`config.mk`:
```
export PLATFORM = sky130hd
export DESIGN_NAME = mem_arbiter
export DESIGN_NICKNAME = d
export VERILOG_FILES = /design/src/rtl/mem_arbiter.sv
export SDC_FILE = /design/constraint.sdc
export NUM_CORES = 1
export LEC_CHECK = 0
export CORE_ASPECT_RATIO = 1.2
export CORE_MARGIN = 3
export CORE_UTILIZATION = 35
export DETAILED_ROUTE_END_ITERATION = 6
export GPL_ROUTABILITY_DRIVEN = 1
export PLACE_DENSITY = 0.85
export SLEW_MARGIN = 20
export SYNTH_ARGS = -nofsm -noshare
export SYNTH_HDL_FRONTEND = slang
export SYNTH_SLANG_ARGS = --single-unit
```
`constraint.sdc`:
```
create_clock -name clk_i -period 1.6 [get_ports clk_i]
set_clock_uncertainty 0.15 [all_clocks]
set_input_delay 0.32 -clock clk_i [delete_from_list [all_inputs] [get_ports clk_i]]
set_output_delay 0.32 -clock clk_i [all_outputs]
set_load 0.005 [all_outputs]
```
`src/rtl/mem_arbiter.sv`:
```
// Purpose: arbitrates the shared block-wide data memory between the dcache and the icache.
// Latency: LATENCY cycles of memory access after the grant cycle, then a one-cycle ack (LATENCY+2 per access).
// Backpressure: requests are held until ack; requests seen outside IDLE are ignored until the next IDLE cycle.
//
// Ports:
//   clk_i, rst_n_i                               clock (rising edge), async active-low reset
//   d_req_i/d_we_i/d_addr_i/d_wdata_i, d_ack_o   dcache request side
//   i_req_i/i_we_i/i_addr_i/i_wdata_i, i_ack_o   icache request side
//   rdata_o                                      last read block, valid with ack
//   mem_addr_o/mem_read_o/mem_write_o/mem_wdata_o/mem_rdata_i   memory port
//   busy_o                                       high while ACCESS or DONE
// Optional feature: define MEM_ARB_RR_EN for round-robin tie-breaking (default: dcache fixed priority).

module mem_arbiter #(
    parameter int ADDR_W  = 32,
    parameter int BLK_W   = 32,
    parameter int LATENCY = 4
) (
    input  logic              clk_i,
    input  logic              rst_n_i,

    input  logic              d_req_i,
    input  logic              d_we_i,
    input  logic [ADDR_W-1:0] d_addr_i,
    input  logic [BLK_W-1:0]  d_wdata_i,
    output logic              d_ack_o,

    input  logic              i_req_i,
    input  logic              i_we_i,
    input  logic [ADDR_W-1:0] i_addr_i,
    input  logic [BLK_W-1:0]  i_wdata_i,
    output logic              i_ack_o,

    output logic [BLK_W-1:0]  rdata_o,

    output logic [ADDR_W-1:0] mem_addr_o,
    output logic              mem_read_o,
    output logic              mem_write_o,
    output logic [BLK_W-1:0]  mem_wdata_o,
    input  logic [BLK_W-1:0]  mem_rdata_i,

    output logic              busy_o
);

    localparam int CNT_W = $clog2(LATENCY) + 1;

    typedef enum logic [1:0] {
        IDLE   = 2'd0,
        ACCESS = 2'd1,
        DONE   = 2'd2
    } state_t;

    state_t             state_q;
    logic               gnt_i_q;   // 1: icache holds the current grant
    logic               we_q;
    logic [ADDR_W-1:0]  addr_q;
    logic [BLK_W-1:0]   wdata_q;
    logic [CNT_W-1:0]   cnt_q;
    logic [BLK_W-1:0]   rdata_q;
    logic               d_ack_q;
    logic               i_ack_q;

    // Winner selection for the IDLE grant; only consumed in IDLE.
    logic               pick_i_d;

`ifdef MEM_ARB_RR_EN
    logic               last_i_q;  // 1: icache was granted last

    always_comb begin
        pick_i_d = 1'b0;
        if (i_req_i && d_req_i) begin
            pick_i_d = !last_i_q;
        end else begin
            pick_i_d = i_req_i;
        end
    end

    always_ff @(posedge clk_i or negedge rst_n_i) begin
        if (!rst_n_i) begin
            last_i_q <= 1'b1;      // dcache wins the first tie
        end else if (state_q == DONE) begin
            last_i_q <= gnt_i_q;
        end
    end
`else
    always_comb begin
        pick_i_d = 1'b0;
        pick_i_d = i_req_i && !d_req_i;
    end
`endif

    always_ff @(posedge clk_i or negedge rst_n_i) begin
        if (!rst_n_i) begin
            state_q <= IDLE;
            gnt_i_q <= 1'b0;
            we_q    <= 1'b0;
            addr_q  <= '0;
            wdata_q <= '0;
            cnt_q   <= '0;
            rdata_q <= '0;
            d_ack_q <= 1'b0;
            i_ack_q <= 1'b0;
        end else begin
            d_ack_q <= 1'b0;
            i_ack_q <= 1'b0;
            case (state_q)
                IDLE: begin
                    if (d_req_i || i_req_i) begin
                        gnt_i_q <= pick_i_d;
                        we_q    <= pick_i_d ? i_we_i    : d_we_i;
                        addr_q  <= pick_i_d ? i_addr_i  : d_addr_i;
                        wdata_q <= pick_i_d ? i_wdata_i : d_wdata_i;
                        cnt_q   <= CNT_W'(LATENCY - 1);
                        state_q <= ACCESS;
                    end
                end
                ACCESS: begin
                    if (cnt_q == '0) begin
                        // Final access cycle: memory data is valid now.
                        if (!we_q) begin
                            rdata_q <= mem_rdata_i;
                        end
                        d_ack_q <= !gnt_i_q;
                        i_ack_q <= gnt_i_q;
                        state_q <= DONE;
                    end else begin
                        cnt_q <= cnt_q - 1'b1;
                    end
                end
                DONE: begin
                    state_q <= IDLE;
                end
                default: begin
                    state_q <= IDLE;
                end
            endcase
        end
    end

    // Enables decode from registered state so reset drops them immediately.
    assign mem_read_o  = (state_q == ACCESS) && !we_q;
    assign mem_write_o = (state_q == ACCESS) &&  we_q;
    assign mem_addr_o  = addr_q;
    assign mem_wdata_o = wdata_q;
    assign rdata_o     = rdata_q;
    assign d_ack_o     = d_ack_q;
    assign i_ack_o     = i_ack_q;
    assign busy_o      = (state_q == ACCESS) || (state_q == DONE);

endmodule
```
==> results.cfg <==
[outcome]
outcome = finished, violations left
violations = setup timing

[drt]
drtIter0Drc = 159
wl_per_cell_um = 17.3
drtPass1Iterations = 4
drtAntennaViolNets = 0
wl_mm = 15.7
avgViaCountPerCell = 4.73
via_count = 4292
drc_errors = 0

[setup_path]
crit_fanout = 10
worst-path-buf-inv = 3
critPathCapture = rdata_o[28]$_DFFE_PN0P_
critPathArrivalTime_ns = 1.88
crit_path_max_incr_delay_ns = 0.38
reg2reg_from = state_q[1]$_DFFE_PN0P_
crit_chain = inv_2, buf_12, ha_4, nor2b_4, and2_4, clkbuf_16, mux2_4
cp-startpoint = state_q[1]$_DFFE_PN0P_
crit_path_start_kind = register
crit_slowest_cell = dfrtp_1
critPathTopFamily = buffers and inverters
reg2reg_slack_ns = -0.21
endpoint_kind = register
path_class = register to register
reg2regPathDepth = 7
reg2reg_to = rdata_o[28]$_DFFE_PN0P_
crit_cells = 7
worstPathRequired_ns = 1.67

[placed_design]
place_hpwl_mm = 11.5
place_ws_ns = -0.349
gp_congestion = 0.853
io_buffers = 266
dp.cells = 852

[synthesis]
synth_area_per_cell_sq_um = 12.2
yosys_most_used_dff = dfrtp_1
synth_nets = 569
yosys_warnings = 0
synth_area_sq_um = 4840
async_flop_share = 1.00
ys_ff_latch = 105
synthCells = 397
synth_edf_count = 0
yosysUniqueCellTypes = 33
synth-seq-area-share = 0.543

[sta]
rsz0062_at_grt = true
finalHoldViolCount = 0
fin_crit_ns = 1.81
worst_slack_ns = -0.210
slew_headroom = 0.637
fmax_mhz = 552
worst_slew_pin_slew_ns = 0.544
post-route-period-util = 1.13
hold_ws_ns = 0.325
finalMaxSlewViolations = 0
setup_viol_count_final = 104

[floorplan]
coreArea_sq_um = 13400
ios = 267
dieArea_sq_um = 15300
die_h_um = 135
rows = 46
fp.dieW_um = 113
initial_core_util = 0.363

[global_route]
grt_pass1_vias = 4693
antenna_found_initial = 0
grt_overflow = 0
gr-max-usage-layer = met2
grt_use_met1 = 0.226
grt_first_pass_wirelength_mm = 24.4
grt_use_met3 = 0.0435
grtUsageTotal = 0.204
grt_max_degree = 106
grt_util_met2 = 0.386

[cts]
clockRootBuffer = clkbuf_16
htreeDepth = 3
clock_latency_ns = 0.33
clockBufferDepth = 2
clk_pin_slew_ns = 0.08
cts_made_buffers = 9
cts_tree = yes
cts_sinks = 105

[layout]
syn_to_final_growth_pct = 81.6
diodes = 0
fillCellCount = 999
nNetsFinal = 906
drive_above_1_share = 0.217
final_common_cell = clkdlybuf4s50_1
final-instance-count-excl-fill = 907
layout_common_cells = clkdlybuf4s50_1, dfrtp_1, dlygate4sd2_1

[min_path]
min_path_type = register to register

[power_and_ir_drop]
power.leakage_nw = 4.13
powerDensity_nw_per_um2 = 1640
ir_drop_mv = 0.878

[flow_run]
maxCapViolCount = 0
[worst reg2reg max path: cells and delay by family, from the launching register on]
family	cells	cell delay, ns
muxes	1	0.30
buffers and inverters	3	0.41
and+or+nand+nor	2	0.35
DFF	1	0.38
adders and majority gates	1	0.11
[cell families after synthesis]
| kind of cell | synth area share |
|---|---|
| DFF | 0.543 |
| muxes | 0.237 |
| and+or+nand+nor | 0.0750 |
| AOI/OAI and AO/OA | 0.0832 |
| buffers and inverters | 0.0468 |
| adders and majority gates | 0.0155 |
[routing by layer]
| metal | wire (um) | up-vias |
|---|---|---|
| met2 | 8680 | 177 |
| met4 | 319 | 0 |
| li1 | - | 2052 |
| met1 | 5760 | 2039 |
| met5 | 0 | - |
| met3 | 954 | 24 |
[sequential cells by signal, indices dropped and copies added (netlist names)]
register and flops:
d_ack_o 1, cnt_q 3, mem_addr_o 32, mem_wdata_o 32, gnt_i_q 1, state_q 2, we_q 1, rdata_o 32
i_ack_o 1
[power by group]
group	switching (W)	total, W	internal, W
combinational	0.00292	0.00756	0.00464
sequential	0.000704	0.00465	0.00395
clock	0.00101	0.00224	0.00123
[layout make-up]
type	instances	area, sq um	share of cell area
clock buffers	9	225	0.0256
clock inverters	7	76.3	0.00868
inverters	4	15.0	0.00171
multi-input cells	263	2090	0.238
flip-flops and latches	105	2630	0.299
well taps	168	210	0.0239
repair buffers	351	3550	0.404
[how the worst min path moves through the flow]
stage	startpoint	end	slack, ns	cells after the start
after floorplan	rst_n_i	cnt_q[0]$_DFFE_PN0P_	-0.13	0
after global placement	rst_n_i	rdata_o[14]$_DFFE_PN0P_	0.27	2
after detailed placement	rst_n_i	rdata_o[14]$_DFFE_PN0P_	0.28	2
after CTS	gnt_i_q$_DFFE_PN0P_	d_ack_o$_DFF_PN0_	0.32	1
after global routing	gnt_i_q$_DFFE_PN0P_	d_ack_o$_DFF_PN0_	0.35	1
final	gnt_i_q$_DFFE_PN0P_	d_ack_o$_DFF_PN0_	0.32	1
[through the flow]
| stage | total power [W] | cell area [sq um] | setup TNS, ns | utilization |
|---|---|---|---|---|
| final | 0.0145 | 8790 | -17.57 | 0.658 |
| after detailed placement | 0.0114 | 7980 | -23.95 | 0.598 |
| after global routing | 0.0154 | 8790 | -25.16 | 0.658 |
| after floorplan | 0.00721 | 4870 | -3.70 | - |
| after global placement | 0.0111 | 7980 | -20.26 | 0.598 |
| after CTS | 0.0144 | 8730 | -17.23 | 0.654 |
[Yosys cell counts, types with 2 or more instances]
master,number,share of area
ha_1,6,0.016
o21ai_1,50,0.052
buf_6,6,0.014
nor2_1,2,0.0016
a21oi_1,3,0.0031
buf_12,4,0.017
clkbuf_1,8,0.0062
buf_1,3,0.0023
inv_1,4,0.0031
dfrtp_1,105,0.54
mux2_2,4,0.0093
mux2_4,30,0.093
o21ai_0,17,0.018
buf_2,3,0.0031
nand2_1,69,0.054
mux2i_1,65,0.13
nor2b_4,2,0.0057
[repair_timing]
| item | in CTS | in global routing |
|---|---|---|
| gates resized for setup | 143 | 10 |
| buffers inserted | 29 | 1 |
| endpoints found under the setup margin | 202 | 105 |
| gates cloned | 7 | 1 |
| hold buffers | 1 | 0 |
| endpoints found under the hold margin | 105 | 0 |
| pin swaps | 3 | 2 |
Power figures use the tool's default switching activity.
